--- config.mk ---
export PLATFORM = sky130hd
export DESIGN_NAME = load_use_scoreboard_flat
export DESIGN_NICKNAME = d
export VERILOG_FILES = /design/src/rtl/load_use_scoreboard_if.sv /design/src/rtl/load_use_scoreboard.sv /design/src/flat_wrapper.sv
export SDC_FILE = /design/constraint.sdc
export NUM_CORES = 1
export LEC_CHECK = 0
export CAP_MARGIN = 5
export CORE_MARGIN = 2
export CORE_UTILIZATION = 44
export CTS_CLUSTER_SIZE = 25
export DETAILED_ROUTE_END_ITERATION = 10
export PLACE_DENSITY = 0.79
export SLEW_MARGIN = 20
export SYNTH_ARGS = -nofsm -noshare
export SYNTH_HDL_FRONTEND = slang
export SYNTH_SLANG_ARGS = --single-unit
--- constraint.sdc ---
create_clock -name clk -period 2.3 [get_ports clk]
set_input_delay 0.23 -clock clk [delete_from_list [all_inputs] [get_ports clk]]
set_output_delay 0.23 -clock clk [all_outputs]
set_load 0.01 [all_outputs]
--- src/rtl/load_use_scoreboard_if.sv ---
// Bundle of pipeline-control signals between the hazard scoreboard and
// the surrounding pipeline: EX/decode operand info in, stall controls out.
interface load_use_scoreboard_if #(
  parameter int REG_W   = 5,
  parameter int NUM_SRC = 2,
  parameter int CNT_W   = 16
) ();
  logic                     exValid;
  logic                     exMemRead;
  logic [REG_W-1:0]         exRd;
  logic [NUM_SRC*REG_W-1:0] decSrc;
  logic [NUM_SRC-1:0]       decSrcUsed;
  logic                     memBusy;
  logic                     flush;
  logic                     clrCount;
  logic                     stall;
  logic                     bubble;
  logic [NUM_SRC-1:0]       hazardSrcMask;
  logic [CNT_W-1:0]         stallCount;

  // Pipeline side: drives stage info, receives stall controls.
  modport master (
    output exValid, exMemRead, exRd, decSrc, decSrcUsed, memBusy, flush, clrCount,
    input  stall, bubble, hazardSrcMask, stallCount
  );

  // Scoreboard side.
  modport slave (
    input  exValid, exMemRead, exRd, decSrc, decSrcUsed, memBusy, flush, clrCount,
    output stall, bubble, hazardSrcMask, stallCount
  );
endinterface

--- src/rtl/load_use_scoreboard.sv ---
// Load-use hazard scoreboard. Tracks loads from EX for LOAD_LAT cycles
// (EX plus LOAD_LAT-1 shift entries) and stalls any decode operand that
// reads a destination whose data is not yet forwardable.
module load_use_scoreboard #(
  parameter int REG_W    = 5,
  parameter int NUM_SRC  = 2,
  parameter int LOAD_LAT = 1,
  parameter int ZERO_REG = 31,
  parameter int CNT_W    = 16
) (
  input logic                  clk,
  input logic                  reset_n,
  load_use_scoreboard_if.slave bus
);

  // Number of tracked entries behind EX; storage keeps at least one slot
  // so the arrays stay legal, but that slot never goes valid when unused.
  localparam int              PEND_N  = LOAD_LAT - 1;
  localparam int              PEND_SZ = (PEND_N > 0) ? PEND_N : 1;
  localparam bit              PEND_EN = (PEND_N > 0);
  localparam logic [REG_W-1:0] ZERO_RD = REG_W'(ZERO_REG);
  localparam logic [CNT_W-1:0] CNT_MAX = '1;

  // Entry 0 is the youngest tracked load (one cycle past EX).
  logic [PEND_SZ-1:0] pend_valid_q, pend_valid_d;
  logic [REG_W-1:0]   pend_rd_q [PEND_SZ];
  logic [REG_W-1:0]   pend_rd_d [PEND_SZ];
  logic [CNT_W-1:0]   stall_count_q, stall_count_d;

  logic [NUM_SRC-1:0] hazard_mask;
  logic               hazard;
  logic               bubble_int;
  logic               ex_load;

  assign ex_load = bus.exValid & bus.exMemRead;

  for (genvar gi = 0; gi < NUM_SRC; gi++) begin : g_src
    logic [REG_W-1:0] src;
    logic             pend_hit;

    assign src = bus.decSrc[gi*REG_W +: REG_W];

    // Does any tracked load still owe this operand its data?
    always_comb begin
      pend_hit = 1'b0;
      for (int k = 0; k < PEND_SZ; k++) begin
        if (pend_valid_q[k] && (pend_rd_q[k] == src)) begin
          pend_hit = 1'b1;
        end
      end
    end

    // Reset gating keeps outputs quiet while reset_n is held low even if
    // the EX-stage inputs look like a load.
    assign hazard_mask[gi] = reset_n & ~bus.flush & bus.decSrcUsed[gi] &
                             (src != ZERO_RD) &
                             ((ex_load & (bus.exRd == src)) | pend_hit);
  end

  assign hazard     = |hazard_mask;
  assign bubble_int = hazard & ~bus.memBusy;

  assign bus.hazardSrcMask = hazard_mask;
  assign bus.stall         = reset_n & (hazard | bus.memBusy);
  assign bus.bubble        = bubble_int;
  assign bus.stallCount    = stall_count_q;

  // Advance the load shift chain and the stall counter; a frozen
  // pipeline (memBusy) holds everything, including a pending clear.
  always_comb begin
    pend_valid_d  = pend_valid_q;
    pend_rd_d     = pend_rd_q;
    stall_count_d = stall_count_q;
    if (!bus.memBusy) begin
      pend_valid_d[0] = PEND_EN & ex_load & ~bus.flush & (bus.exRd != ZERO_RD);
      pend_rd_d[0]    = bus.exRd;
      for (int k = 1; k < PEND_SZ; k++) begin
        pend_valid_d[k] = pend_valid_q[k-1];
        pend_rd_d[k]    = pend_rd_q[k-1];
      end
      if (bus.clrCount) begin
        stall_count_d = '0;
      end else if (bubble_int && (stall_count_q != CNT_MAX)) begin
        stall_count_d = stall_count_q + CNT_W'(1);
      end
    end
  end

  // State registers; reset discards every tracked load.
  always_ff @(posedge clk or negedge reset_n) begin
    if (!reset_n) begin
      pend_valid_q <= '0;
      for (int k = 0; k < PEND_SZ; k++) begin
        pend_rd_q[k] <= '0;
      end
      stall_count_q <= '0;
    end else begin
      pend_valid_q  <= pend_valid_d;
      pend_rd_q     <= pend_rd_d;
      stall_count_q <= stall_count_d;
    end
  end

endmodule

--- src/flat_wrapper.sv ---
// flat-port wrapper written by rule: the top's interface ports become plain ports
module load_use_scoreboard_flat 
#(
  parameter int REG_W    = 5,
  parameter int NUM_SRC  = 2,
  parameter int LOAD_LAT = 1,
  parameter int ZERO_REG = 31,
  parameter int CNT_W    = 16
)
  (clk, reset_n, bus_exValid, bus_exMemRead, bus_exRd, bus_decSrc, bus_decSrcUsed, bus_memBusy, bus_flush, bus_clrCount, bus_stall, bus_bubble, bus_hazardSrcMask, bus_stallCount);
  load_use_scoreboard_if #(.REG_W(REG_W), .NUM_SRC(NUM_SRC), .CNT_W(CNT_W)) bus_i ();
  input logic clk;
  input logic reset_n;
  input wire logic [$bits(bus_i.exValid)-1:0] bus_exValid;
  input wire logic [$bits(bus_i.exMemRead)-1:0] bus_exMemRead;
  input wire logic [$bits(bus_i.exRd)-1:0] bus_exRd;
  input wire logic [$bits(bus_i.decSrc)-1:0] bus_decSrc;
  input wire logic [$bits(bus_i.decSrcUsed)-1:0] bus_decSrcUsed;
  input wire logic [$bits(bus_i.memBusy)-1:0] bus_memBusy;
  input wire logic [$bits(bus_i.flush)-1:0] bus_flush;
  input wire logic [$bits(bus_i.clrCount)-1:0] bus_clrCount;
  output wire logic [$bits(bus_i.stall)-1:0] bus_stall;
  output wire logic [$bits(bus_i.bubble)-1:0] bus_bubble;
  output wire logic [$bits(bus_i.hazardSrcMask)-1:0] bus_hazardSrcMask;
  output wire logic [$bits(bus_i.stallCount)-1:0] bus_stallCount;
  assign bus_i.exValid = bus_exValid;
  assign bus_i.exMemRead = bus_exMemRead;
  assign bus_i.exRd = bus_exRd;
  assign bus_i.decSrc = bus_decSrc;
  assign bus_i.decSrcUsed = bus_decSrcUsed;
  assign bus_i.memBusy = bus_memBusy;
  assign bus_i.flush = bus_flush;
  assign bus_i.clrCount = bus_clrCount;
  assign bus_stall = bus_i.stall;
  assign bus_bubble = bus_i.bubble;
  assign bus_hazardSrcMask = bus_i.hazardSrcMask;
  assign bus_stallCount = bus_i.stallCount;
  load_use_scoreboard #(.REG_W(REG_W), .NUM_SRC(NUM_SRC), .LOAD_LAT(LOAD_LAT), .ZERO_REG(ZERO_REG), .CNT_W(CNT_W)) u_core (.clk(clk), .reset_n(reset_n), .bus(bus_i));
endmodule
==> flow_summary.toml <==
[yosys]
synth_flop_cell = "dfrtp_1"
yosysSeqAreaShare_pct = 32.7
synth_cell_types = 36
ys_ff_latch = 16
mappedNetlistNets = 175
syn_avg_cell_area_um2 = 8.16
synth-edff-count = 0
synth_cells = 150
syn_area_um2 = 1220
yosys_warnings = 0
synthArstFlopShare_pct = 100

[clock_network]
cts_tree = "yes"
cts_inserted_buffers = 3
h-tree-depth = 1
cts_root_buf = "clkbuf_4"
clkLatencyLatePin_ns = 0.29
cts_sinks = 16
clock_path_buffers = 2
clk_pin_slew_ns = 0.10

[finish]
nets = 230
area_growth_pct = 50.4
diodes = 0
fin_cells = 235
mostFrequentLayoutCells = "clkdlybuf4s50_1, nand2_1, dfrtp_1"
largest_reg_flops = 16
layout_commonest_cell = "clkdlybuf4s50_1"
layout-drive-gt1-share_pct = 16.2

[critical_path]
end_kind = "register"
timing.rr.start = "u_core.bus.stallCount[9]"
cpMostUsedCell = "buf_4"
critPathTopFamily = "simple AND/OR/NAND/NOR gates"
r2r_slack_ns = 0.22
cp_num_buf_inv = 3
critPathMaxFanout = 10
crit_slowest_cell = "clkdlybuf4s50_1"
slowest_delay_ns = 0.49
crit_arrival_ns = 2.37
rr_endpoint = "u_core.bus.stallCount[10]"
crit_chain = "clkdlybuf4s50_1 -> and4b_2 -> buf_4 -> nand4_1 -> nor4_4 -> o21a_1 -> buf_4 -> nor3b_1 -> mux2i_1"
cp-start-kind = "input pin"
startpoint = "reset_n"
reg2regPathDepth = 6
required_ns = 2.52
critical_path_class = "in2reg"

[place]
dp_hpwl_um = 2690
place_congestion = 0.793
dp_cells = 230
port_buffers = 43

[routing]
drc = 0
routed_wl_um = 3480
vias = 1335
ant_nets = 0
wl_per_cell_um = 14.8
drt-pass1-iter-count = 4
viasPerCell = 5.68
drtIter0Drc = 44

[sta]
skew_ns = 0.00245
drv_slew = 0
hold_viol = 0
max_freq_mhz = 467
period_share_pct = 93.2
tns_ns = 0
finalSetupViolCount = 0
relSlewSlack_pct = 72.2
period_minus_slack_ns = 2.14
worst_slew_pin_slew_ns = 0.413

[floorplanning]
initial_core_util_pct = 45.6
die_area_um2 = 3220
fp.dieH_um = 56.7
core_um2 = 2690
die_w_um = 56.7
io-pin-count = 44
rows = 19

[global_route]
grt_pass1_vias = 1285
antenna_found_initial = 0
grt_pass1_wl_um = 5730
grt_overflow = 0
grt_start_max_net_pins = 18
grt_use_total_pct = 22.3

[outcome]
outcome = "complete, no violations"

[power]
ir_drop_uv = 323
power.density_nw_per_um2 = 319
p_leak_nw = 0.797

[run]
cap_violations = 0

[hold_path]
hold_path.class = "in2async"
worst max-delay path by stage:
stage,end,slack (ns),cells past startpoint
2_1_floorplan,u_core.bus.stallCount[10],0.25,6
3_3_place_gp,bus_bubble,-0.04,6
3_5_place_dp,bus_bubble,-0.07,6
4_1_cts,bus_bubble,-0.01,6
5_1_grt,u_core.bus.stallCount[3],-0.001,9
6_report,u_core.bus.stallCount[3],0.16,9
report_power, final:
part	total, mW	internal, mW	leakage (nW)	switching [mW]
Clock	0.191	0.0966	0.0210	0.0944
Combinational	0.115	0.0638	0.552	0.0508
Sequential	0.282	0.281	0.224	0.000247
worst reg2reg max path: cells and delay by family, from the launching register on:
kind | cells | cell delay, ns
simple gates | 4 | 1.06
compound gates | 2 | 0.51
flops | 1 | 0.44
per-stage QoR:
stage / util (%) / total power, mW / setup slack [ns] / area (um2) / hold slack, ns
6_report: 68.5 / 0.587 / 0.157 / 1840 / 0.295
5_1_grt: 68.5 / 0.613 / -0.00125 / 1840 / 0.325
4_1_cts: 67.1 / 0.585 / -0.0148 / 1800 / 0.323
3_5_place_dp: 65.3 / 0.397 / -0.0714 / 1760 / 0.572
3_3_place_gp: 65.3 / 0.395 / -0.0425 / 1760 / 0.551
2_1_floorplan: - / 0.328 / 0.254 / 1220 / -0.0656
layout make-up:
type	instances	area [um2]
clock buffer	4	36.3
fill	210	846
inverter	4	15.0
multi-input combinational	125	823
sequential	16	400
tap	31	38.8
timing repair buffer	55	527
logic make-up (layout without fill, tap and decap cells):
family          after synthesis  count (layout)  synth area share (%)
simple gates                 93              93                  42.1
xor+xnor                      6               6                  4.29
flops                        16              16                  32.7
buf+inv                       9              63                  2.86
compound gates               14              14                  7.98
fa+ha+maj                     1               1                  1.02
mux                          11              11                  9.00
metal layers:
metal  track usage [%]  vias up  part of all wire (%)
met2              36.4       29                    49
met3              4.61        8                   3.9
met1              29.8      644                    45
met5                 0        -                     0
li1                  -      654                     -
met4              6.64        0                   2.2
synth_stat cells, types with 4 or more instances:
cell	number	area, um2
clkbuf_1	4	15.0
dfrtp_1	16	400
inv_1	4	15.0
mux2i_1	11	110
nand2_1	27	101
nand2b_1	6	37.5
nand3_1	6	30.0
nand4_1	12	75.1
nor2_1	7	26.3
nor4_1	6	37.5
or2_2	10	62.6
xnor2_1	6	52.6
what timing repair did:
action / 4_1_cts / 5_1_grt
setup endpoints to repair: 4 / 4
pin swaps: 0 / 3
hold buffers: 0 / 0
setup buffers: 0 / 1
resized for setup: 3 / 8
Note: power is estimated with default switching activity, not from simulation.
